===== config.mk =====
export PLATFORM = sky130hd
export DESIGN_NAME = fetch_unit
export DESIGN_NICKNAME = d
export VERILOG_FILES = /design/src/rtl/fetch_unit.sv
export SDC_FILE = /design/constraint.sdc
export NUM_CORES = 1
export LEC_CHECK = 0
export CORE_UTILIZATION = 47
export CTS_CLUSTER_DIAMETER = 30
export DETAILED_ROUTE_END_ITERATION = 7
export GPL_TIMING_DRIVEN = 0
export PLACE_DENSITY = 0.81
export SETUP_SLACK_MARGIN = 0.02
export SLEW_MARGIN = 20
export SYNTH_ARGS = -nofsm -noshare
export SYNTH_HDL_FRONTEND = slang
export SYNTH_SLANG_ARGS = --single-unit

===== constraint.sdc =====
create_clock -name clk -period 4.8 [get_ports clk]
set_input_delay 0.48 -clock clk [delete_from_list [all_inputs] [get_ports clk]]
set_output_delay 0.48 -clock clk [all_outputs]
set_load 0.02 [all_outputs]

===== src/rtl/fetch_unit.sv =====
// rtl/fetch_unit.sv - instruction fetch FSM with redirect, drain and decode handshake
module fetch_unit #(
  parameter logic [31:0] RESET_PC = 32'h00000000
) (
  input  logic        clk,
  input  logic        rst,
  output logic        imem_req,
  output logic [31:0] imem_addr,
  input  logic        imem_ack,
  input  logic [31:0] imem_rdata,
  input  logic        redirect,
  input  logic [31:0] redirect_pc,
  output logic        if_valid,
  input  logic        if_ready,
  output logic [31:0] if_pc,
  output logic [31:0] if_instr,
  output logic [31:0] pc_plus4
);

  localparam logic [1:0] IDLE  = 2'd0;
  localparam logic [1:0] REQ   = 2'd1;
  localparam logic [1:0] HOLD  = 2'd2;
  localparam logic [1:0] DRAIN = 2'd3;

  logic [1:0]  state;
  logic [31:0] pc;
  logic [31:0] drain_addr;
  logic [31:0] redirect_tgt;

  // Branch targets are forced word-aligned on every load into pc.
  assign redirect_tgt = {redirect_pc[31:2], 2'b00};

  // Sequencing of the fetch: issue, present to decode, and flush on redirect.
  // While draining, the outstanding request keeps its old address in
  // drain_addr so pc can already track the newest redirect target.
  always_ff @(posedge clk or posedge rst) begin
    if (rst) begin
      state      <= IDLE;
      pc         <= RESET_PC;
      drain_addr <= RESET_PC;
      if_pc      <= 32'h0;
      if_instr   <= 32'h0;
    end else begin
      case (state)
        IDLE: begin
          if (redirect) pc <= redirect_tgt;
          state <= REQ;
        end
        REQ: begin
          if (redirect) begin
            pc <= redirect_tgt;
            if (!imem_ack) begin
              drain_addr <= pc;
              state      <= DRAIN;
            end
          end else if (imem_ack) begin
            if_instr <= imem_rdata;
            if_pc    <= pc;
            state    <= HOLD;
          end
        end
        HOLD: begin
          if (redirect) begin
            pc    <= redirect_tgt;
            state <= REQ;
          end else if (if_ready) begin
            pc    <= pc + 32'd4;
            state <= REQ;
          end
        end
        DRAIN: begin
          if (redirect) pc <= redirect_tgt;
          if (imem_ack) state <= REQ;
        end
        default: state <= IDLE;
      endcase
    end
  end

  // Outputs decode directly from state so reset takes effect without a clock.
  always_comb begin
    imem_req  = (state == REQ) || (state == DRAIN);
    imem_addr = (state == DRAIN) ? drain_addr : pc;
    if_valid  = (state == HOLD);
    pc_plus4  = if_pc + 32'd4;
  end

endmodule


== Word-level counts from Yosys, hierarchy flattened ==
Index checks and enable logic that the tools add are counted.

* Flip-flop bits (word level): 130
* Latch bits: 0
* RAM bits: 0
* Memory bits (read-only): 0
* Bits of input ports: 69
* Output and inout bits: 130
* Logic and storage cells: 36
* Memories: 0

* Add/sub/neg operators: 2
* $mul: 0
* Divide/modulo/power cells: 0
* $lt $le $gt $ge: 0
* Equal/unequal tests: 8
* Shift-type cells: 0
* Mux-type cells: 12
* Bitwise gates (word level): 2
* Reduce and logical (&&, ||, !) cells: 7

{| class="wikitable"
|+ Operators with widths
! operator !! count
|-
| $mux W32 || 4
|-
| $add A32 B3 Y32 const B || 2
|-
| $pmux W32 S2 || 1
|-
| $mux W2 || 6
|-
| $pmux W2 S4 || 1
|-
| $ne A3 B3 Y1 const B || 2
|-
| $reduce_and A3 Y1 || 2
|-
| $eq A2 B2 Y1 const B || 2
|-
| $reduce_and A4 Y1 || 1
|-
| $ne A3 B2 Y1 const B || 1
|-
| $reduce_or A3 Y1 || 1
|-
| $eq A2 B1 Y1 const B || 1
|-
| $logic_not A2 Y1 || 1
|-
| $ne A2 B1 Y1 const B || 1
|-
| $ne A2 B2 Y1 const B || 1
|-
| $not A1 Y1 || 2
|-
| $reduce_and A2 Y1 || 1
|-
| $logic_or A1 B1 Y1 || 1
|}

== Longest topological paths before layout ==
Gate-level depths: netlist (run 1).

* Depth in word-level cells: 4
* Gate-level depth with buffers: 7
* Mapped depth without buffers: 5

== Worst setup path after synthesis (run 1) ==
OpenSTA, ideal clock, no wires.

* Path type: register -> output
* Start point: reg if_pc[9]
* End point: out pc_plus4[29]
* Data arrival time: 2106 ps
* Required time: 4320 ps
* Setup slack: 2214 ps
* Stages on the path, launching flop included: 5
* Buffers on the path: 0
* Path through: dfrtp_1 > nand4_1 > nor4_1 > nand4_1 > xnor2_1

* Longest elaborated chain between the ends: 1

{| class="wikitable"
|+ RTL lines
! element !! line !! source
|-
| from (decl) || 15 || <nowiki>output logic [31:0] if_pc,</nowiki>
|-
| from (signal assigned) || 58 || <nowiki>if_pc <= pc;</nowiki>
|-
| $add A32 B3 Y32 || 85 || <nowiki>pc_plus4 = if_pc + 32'd4;</nowiki>
|-
| to (decl) || 17 || <nowiki>output logic [31:0] pc_plus4</nowiki>
|}

No other way between the ends.

== Worst setup path after layout (run 1) ==
* Start point: reg if_pc[2]
* End point: out pc_plus4[18]

The elaborated chain is that of the path after synthesis.

==> results of run 1 <==
per-stage QoR:
stage / std cells / hold WS (ps) / TNS [ps] / area, um^2 / utilization
after detailed placement: 919 / 493 / 0 / 8440 / 0.658
after CTS: 951 / 490 / 0 / 9050 / 0.706
after global placement: 917 / 485 / -81530 / 8400 / 0.655
after floorplan: 556 / 477 / 0 / 6290 / -
final: 951 / 482 / 0 / 9050 / 0.706
after global routing: 951 / 510 / 0 / 9050 / 0.706
area by class of cell:
cell class                      instances  area (um^2)  share of cell area
Buffer                                 43          203              0.0224
Clock buffer                           21          470              0.0520
Clock inverter                         11          141              0.0156
Inverter                               12         50.0             0.00553
Multi-Input combinational cell        377         2940               0.325
Sequential cell                       124         3100               0.343
Tap cell                              172          215              0.0238
Timing Repair Buffer                  191         1920               0.213
cell families (layout without fill, tap and decap cells):
| logic type | count (synthesis) | after routing |
|---|---|---|
| simple gates | 163 | 163 |
| other cells | 1 | 6 |
| mux | 121 | 121 |
| xor+xnor | 40 | 40 |
| fa+ha+maj | 2 | 2 |
| compound gates | 45 | 45 |
| buf+inv | 55 | 278 |
| flops | 124 | 124 |
worst max path at each step:
| stage | endpoint | cells past startpoint |
|---|---|---|
| floorplan | drain_addr[10] | 1 |
| global placement | drain_addr[17] | 2 |
| detailed placement | pc_plus4[30] | 6 |
| CTS | pc_plus4[30] | 6 |
| global route | pc_plus4[30] | 6 |
| finish | pc_plus4[18] | 6 |
sequential cells by signal, indices dropped and copies added (netlist names):
register and flops:
if_pc 30, drain_addr 30, state 2, if_instr 32, pc 30
power by group through the flow:
stage	clock, uW	sequential, uW	combinational [uW]
floorplan	0	1720	723
global placement	0	1550	1680
detailed placement	0	1570	1710
CTS	1330	1550	1720
global route	1390	1590	1790
finish	1310	1550	1700
cell usage in the layout, fill, tap and decap left out, types with 4 or more instances in the layout:
| cell type | n |
|---|---|
| a311o_1 | 4 |
| a31oi_1 | 8 |
| and3_1 | 6 |
| and4_1 | 8 |
| buf_2 | 6 |
| buf_4 | 9 |
| clkbuf_1 | 28 |
| clkbuf_16 | 17 |
| clkdlybuf4s50_1 | 189 |
| clkinv_2 | 4 |
| conb_1 | 6 |
| dfrtp_1 | 124 |
| inv_1 | 11 |
| mux2_2 | 120 |
| nand2_1 | 40 |
| nand3_1 | 25 |
| nand4_1 | 18 |
| nor2_1 | 23 |
| nor3_1 | 8 |
| nor4_1 | 7 |
| o21ai_0 | 18 |
| o31ai_1 | 6 |
| or4_1 | 9 |
| xnor2_1 | 31 |
| xor2_1 | 9 |
routing by layer:
metal	up-vias	part of all wire
met1	2588	0.42
met5	-	0
li1	2408	-
met3	26	0.072
met4	0	0.018
met2	212	0.49
worst max-delay path, stage by stage (launching register included):
cell,delay [ps]
dfrtp_1,420
ha_1,210
nand3_1,250
nor4_2,840
nand3_1,190
xnor2_1,200
clkdlybuf4s50_1,640
==> flow_metrics.tcl, run 1 <==
set metrics [dict create \
    status "finished, final reports clean" \
    p_comb_frac 0.373 \
    wl_per_cell_um 17.7 \
    crit_start "if_pc[2]" \
    tightestPinTransition_ps 1020 \
    p_leak_uw 0.00361 \
    swShare 0.326 \
    postSynthAreaPerCell_um2 11.4 \
    vias 5234 \
    r2r-start "state[1]" \
    fin_ws_ps 1150 \
    async_flop_share 1.00 \
    synth_xor_area_frac 0.0559 \
    r2r_setup_slack_ps 2350 \
    track_usage 0.253 \
    cp-start-kind "register" \
    first_global_vias 5304 \
    synth_top_family_by_area "multiplexers" \
    synth_seq_cells 124 \
    grt-busiest-layer "met2" \
    grt_util_met2 0.415 \
    viasPerCell 5.50 \
    fp.dieArea_um2 13800 \
    insertion_delay_ps 420 \
    endpoint_kind "primary output" \
    yosysWarnings 0 \
    area_delta_synth_final_pct 44.4 \
    antenna_found_initial 0 \
    cts_made_buffers 17 \
    io_pins 199 \
    p_per_area_nw_per_um2 505 \
    final-max-slew-violation-count 0 \
    die_w_um 118 \
    rsz0062_at_grt "false" \
    gp_congestion 0.817 \
    drc 0 \
    hpwl_um 12100 \
    slew_headroom 0.311 \
    synth-edff-count 0 \
    clock-sinks 124 \
    clkPwrFrac 0.288 \
    num_rows 41 \
    yosysTopAreaCellShare 0.495 \
    p_int_uw 3080 \
    rr_endpoint "if_pc[3]" \
    drive_gt1_frac 0.230 \
    dieHeight_um 118 \
    post_cts.repair.setup_buffers 0 \
    hold_viol 0 \
    synthMostInstantiatedCell "dfrtp_1" \
    core_area_um2 12800 \
    root_buffer "clkbuf_16" \
    cp_data_arrival_time_ps 3170 \
    p_sw_uw 1490 \
    pre_cts_slack_ps 1530 \
    finClkSkew_ps 4.86 \
    netlist_top_cells_count "dfrtp_1 (124), mux2_2 (120), nand2_1 (40), xnor2_1 (31), clkbuf_1 (27)" \
    place.port_buffers 189 \
    synth-simple-area-share 0.140 \
    timing.fmax_mhz 274 \
    grt_start_max_net_pins 80 \
    final-setup-viol-count 0 \
    finalPower_uw 4570 \
    fillers 949 \
    reg2regPathDepth 5 \
    clk_pin_slew_ps 50 \
    htreeDepth 4 \
    grt_pass1_wl_um 27300 \
    use_met1 0.320 \
    synthMuxAreaShare 0.217 \
    drv_cap 0 \
    ctsResizeCount 0 \
    ys.flop_type "dfrtp_1" \
    yosysTopAreaCell "dfrtp_1" \
    synthAdderAreaFrac 0.00399 \
    drtAntennaViolNets 0 \
    period_share 0.760 \
    syn_area_um2 6270 \
    initial_core_util 0.489 \
    synth_compound_area_frac 0.0475 \
    grt-ovfl-total 0 \
    critPathMaxFanout 8 \
    cp.required_ps 4320 \
    path_class "register to primary output" \
    drt-pass1-iter-count 5 \
    ir_worst_vdd_uv 284 \
    yosysSeqAreaShare 0.495 \
    final_nets 837 \
    synth.distinct_cells 44 \
    hp-class "input port to async pin" \
    dr.first_iter.drc_count 344 \
    postSynthCellCount 551 \
    pwr-share-seq 0.340 \
    ys_top_cells_by_area "dfrtp_1 (49%), mux2_2 (22%), xnor2_1 (4.3%)" \
    antenna_cells 0 \
    period_needed_ps 3650 \
    wl_um 16900 \
    cts_tree "yes" \
    grt_use_met3 0.0625 \
    cts_hold_buf 0 \
    clk_path_buf_depth 2 \
]
(Power assumes the default switching activity.)
==> run 2: changes to the inputs <==
CORE_UTILIZATION = 42   (was 47)
PLACE_DENSITY = 0.76   (was 0.81)
clock period = 3.2 ns   (was 4.8 ns; I/O delays follow)
==> run 2 against run 1 <==
Largest power group unchanged. Via count grew 0.13%. Sequential power is 51% higher. Die area increased by 12%. Register-to-register slack got worse by 1700 ps. Highest routed layer unchanged. Combinational power rose by 51%.
==> flow_metrics.tcl, run 2 (synthesis gave the netlist of run 1 again) <==
set metrics [dict create \
    antenna_found_initial 0 \
    fin_area_um2 9180 \
    grt-ovfl-total 0 \
    grt-busiest-layer "met2" \
    crit_start "if_pc[3]" \
    root_buffer "clkbuf_16" \
    final_nets 843 \
    cp.required_ps 2880 \
    cp_data_arrival_time_ps 2740 \
    multi_input_area_um2 2970 \
    timing.fmax_mhz 326 \
    grt_use_met3 0.0650 \
    drt-pass1-iter-count 4 \
    final_common_cell "clkdlybuf4s50_1" \
    drc 0 \
    hpwl_um 12800 \
    cts_made_buffers 17 \
    cts_tree "yes" \
    hp-class "input port to async pin" \
    die_w_um 124 \
    hold_viol 0 \
    fillers 1163 \
    final-max-slew-violation-count 0 \
    num_rows 44 \
    rsz0062_at_grt "false" \
    finClkSkew_ps 6.71 \
    final-setup-viol-count 0 \
    drive_gt1_frac 0.233 \
    area_delta_synth_final_pct 46.4 \
    ff_latch_area_um2 3100 \
    io_pins 199 \
    cp-start-kind "register" \
    place.port_buffers 189 \
    r2r_setup_slack_ps 670 \
    slew_headroom 0.465 \
    reg2regPathDepth 5 \
    htreeDepth 4 \
    status "finished, final reports clean" \
    vias 5241 \
    drtAntennaViolNets 0 \
    largest-register "if_instr" \
    finalPower_uw 6890 \
    ir_worst_vdd_uv 519 \
    fp.dieArea_um2 15400 \
    clk_pin_slew_ps 60 \
    grt_pass1_wl_um 26700 \
    first_global_vias 5169 \
    drv_cap 0 \
    wl_per_cell_um 17.9 \
    dieHeight_um 124 \
    period_needed_ps 3060 \
    insertion_delay_ps 420 \
    layout_common_cells "clkdlybuf4s50_1 (188), dfrtp_1 (124), mux2_2 (120)" \
    grt_util_met2 0.372 \
    dr.first_iter.drc_count 280 \
    grt_start_max_net_pins 33 \
    rr_endpoint "if_instr[30]" \
    wl_um 17400 \
    gp_congestion 0.825 \
    r2r-start "state[1]" \
    path_class "register to primary output" \
    critPathMaxFanout 8 \
    use_met1 0.299 \
    endpoint_kind "primary output" \
    clock-sinks 124 \
    period_share 0.957 \
    placed_area_um2 8520 \
    setup_tns_ps 0 \
    crit_path_end "pc_plus4[28]" \
    track_usage 0.232 \
    p_leak_uw 0.00369 \
    core_area_um2 14500 \
    tightestPinTransition_ps 803 \
    cts_hold_buf 0 \
    viasPerCell 5.41 \
    initial_core_util 0.431 \
    clk_path_buf_depth 2 \
    antenna_cells 0 \
    p_per_area_nw_per_um2 751 \
    largest_register_ffs 32 \
]
run 2: changes by cell type in the layout (fill, tap and decap cells not counted), moves of 2 or more:
cell	previous run	this run
clkinv_2	4	2
nand3_1	25	23
nor4_4	0	2
nand3_2	1	3
nor4_2	2	0
buf_4	9	12
clkbuf_1	28	32
buf_12	0	2
run 2: cell type report:
class,count,area share
Clock buffer,26,0.0544
Inverter,12,0.00532
Timing Repair Buffer,197,0.220
Sequential cell,124,0.338
Tap cell,184,0.0251
Buffer,43,0.0221
Clock inverter,6,0.0117
Multi-Input combinational cell,377,0.324
run 2: worst max-delay path, stage by stage (launching register included):
cell	delay [ps]
dfrtp_1	420
ha_1	240
nand3_2	200
nor4_4	290
buf_4	230
nand4_1	130
xnor2_1	170
clkdlybuf4s50_1	630
run 2: how the worst min path moves through the flow:
stage / from / endpoint / slack (ps) / cells after the start
2_1_floorplan: redirect_pc[15] / pc[15] / 440 / 2
3_3_place_gp: drain_addr[18] / drain_addr[18] / 490 / 1
3_5_place_dp: drain_addr[23] / drain_addr[23] / 490 / 1
4_1_cts: rst / pc[17] / 330 / 2
5_1_grt: rst / drain_addr[16] / 360 / 2
6_report: rst / pc[17] / 320 / 2
run 2: metrics by stage:
step	setup slack [ps]	util	hold slack (ps)	cells
2_1_floorplan	774	-	440	556
3_3_place_gp	-488	0.579	486	929
3_5_place_dp	-25.0	0.586	493	934
4_1_cts	54.9	0.631	329	968
5_1_grt	22.2	0.632	364	969
6_report	137	0.632	320	969
run 2: power breakdown:
part | internal [uW] | switching (uW) | leakage, uW
clock network | 1300 | 673 | 0.000295
logic | 1370 | 1200 | 0.00192
registers | 1970 | 363 | 0.00147
total | 4650 | 2240 | 0.00369
run 2: layer usage:
layer,vias up,share of wire
li1,2425,-
met1,2591,0.42
met2,205,0.49
met3,20,0.069
met4,0,0.017
met5,-,0
run 2: timing repair:
action,4_1_cts,5_1_grt
endpoints found under the setup margin,14,4
gates cloned,0,0
pin swaps,2,1
gates resized for setup,4,1
setup buffers,2,1
==> run 3: changes to the inputs <==
CORE_ASPECT_RATIO = 0.9   (was unset)
==> run 3 against run 2 <==
Total power fell by 2.8%. Clock-buffer cell count is 1 lower. Fmax rose by 1.5%. Critical path type unchanged.
==> flow_metrics.tcl, run 3 (synthesis gave the netlist of run 1 again) <==
set metrics [dict create \
    drive_gt1_frac 0.236 \
    num_rows 41 \
    gp_congestion 0.802 \
    slowest_delay_ps 630 \
    final_common_cell "clkdlybuf4s50_1" \
    drc 0 \
    cts_tree "yes" \
    grt_start_max_net_pins 33 \
    timing.fmax_mhz 331 \
    endpoint_kind "primary output" \
    cp_data_arrival_time_ps 2700 \
    layout_common_cells "clkdlybuf4s50_1 (189), dfrtp_1 (124), mux2_2 (120)" \
    path_class "register to primary output" \
    largest_register_ffs 32 \
    grt-ovfl-total 0 \
    fin_util 0.639 \
    die_w_um 131 \
    slew_headroom 0.483 \
    final_nets 845 \
    vias 5181 \
    drtAntennaViolNets 0 \
    fillers 1072 \
    finClkSkew_ps 5.81 \
    fin_ws_ps 182 \
    htreeDepth 4 \
    tightestPinTransition_ps 775 \
    cp-start-kind "register" \
    clk_pin_slew_ps 50 \
    layout.cells.non_filler 980 \
    dieHeight_um 118 \
    path_cells "ha_1 > nand3_2 > nor4_4 > buf_12 > nand4_1 > xnor2_1 > clkdlybuf4s50_1" \
    ir_worst_vdd_uv 457 \
    cts_made_buffers 17 \
    wl_per_cell_um 17.7 \
    hpwl_um 12700 \
    insertion_delay_ps 420 \
    drt-pass1-iter-count 6 \
    period_share 0.943 \
    antenna_cells 0 \
    period_needed_ps 3020 \
    rsz0062_at_grt "false" \
    antenna_found_initial 0 \
    wl_um 17300 \
    critPathMaxFanout 8 \
    dp.cells 943 \
    p_per_area_nw_per_um2 732 \
    first_global_vias 5171 \
    multi_input_area_um2 2980 \
    cp.required_ps 2880 \
    cts_hold_buf 0 \
    hp-class "input port to async pin" \
    track_usage 0.236 \
    slowest_stage "clkdlybuf4s50_1" \
    viasPerCell 5.29 \
    finalPower_uw 6700 \
    final-setup-viol-count 0 \
    ff_latch_area_um2 3100 \
    io_pins 199 \
    largest-register "if_instr" \
    area_delta_synth_final_pct 46.0 \
    root_buffer "clkbuf_16" \
    clk_path_buf_depth 2 \
    status "finished, final reports clean" \
    hold_viol 0 \
    fp.dieArea_um2 15400 \
    drv_cap 0 \
    pre_cts_slack_ps -22.8 \
    initial_core_util 0.438 \
    place.port_buffers 189 \
    clock-sinks 124 \
    final-max-slew-violation-count 0 \
    grt_pass1_wl_um 27600 \
    p_leak_uw 0.00367 \
    dr.first_iter.drc_count 330 \
    core_area_um2 14300 \
]
run 3: cell types whose count changed in the layout (fill, tap and decap cells not counted), sizes merged:
cell,before,now
clkinv,2,6
bufinv,3,1
buf,23,24
clkdlybuf4s50,188,189
clkinvlp,2,1
dlymetal6s2s,1,0
run 3: repair_timing:
action,CTS,global route
buffers inserted,2,3
endpoints found under the hold margin,0,0
gates resized for setup,3,3
pin swaps,3,2
setup endpoints to repair,15,8
run 3: worst paths after layout:
| check | from | to | slack [ps] | cells after the start |
|---|---|---|---|---|
| max in group asynchronous | rst | if_instr[9] | 2210 | 4 |
| hold reg to reg | drain_addr[16] | drain_addr[16] | 500 | 1 |
| setup / recovery | if_pc[3] | pc_plus4[26] | 180 | 7 |
| min in group clk | redirect | state[1] | 420 | 3 |
| setup reg to reg | state[1] | if_instr[30] | 690 | 5 |
| hold / removal | rst | drain_addr[20] | 270 | 2 |
run 3: critical path, delay by kind of cell (launching register included):
kind | cells | cell delay, ps
fa+ha+maj | 1 | 220
xor+xnor | 1 | 180
simple gates | 3 | 660
buf+inv | 2 | 800
flops | 1 | 420
run 3: final cells by class:
| cell class | count | share of cell area |
|---|---|---|
| inverter | 12 | 0.00533 |
| buffer | 43 | 0.0221 |
| multi-input combinational | 377 | 0.325 |
| sequential | 124 | 0.339 |
| tap | 193 | 0.0264 |
| timing repair buffer | 199 | 0.222 |
| clock inverter | 7 | 0.00697 |
| clock buffer | 25 | 0.0530 |
run 3: per-layer routing:
layer	global-route usage	share of wire
met1	0.313	0.44
met2	0.370	0.48
met3	0.0773	0.074
met4	0.0611	0.012
met5	0	0
run 3: report_power, final:
part / internal [uW] / switching, uW
Combinational: 1370 / 1190
Clock: 1120 / 667
Sequential: 1980 / 370
Total: 4470 / 2230
run 3: through the flow:
stage	hold WS, ps	instance area [um^2]	TNS (ps)
CTS	265	9120	0
floorplan	440	6290	0
finish	271	9150	0
detailed placement	495	8520	-24.7
global placement	485	8430	-3380
global route	284	9150	0
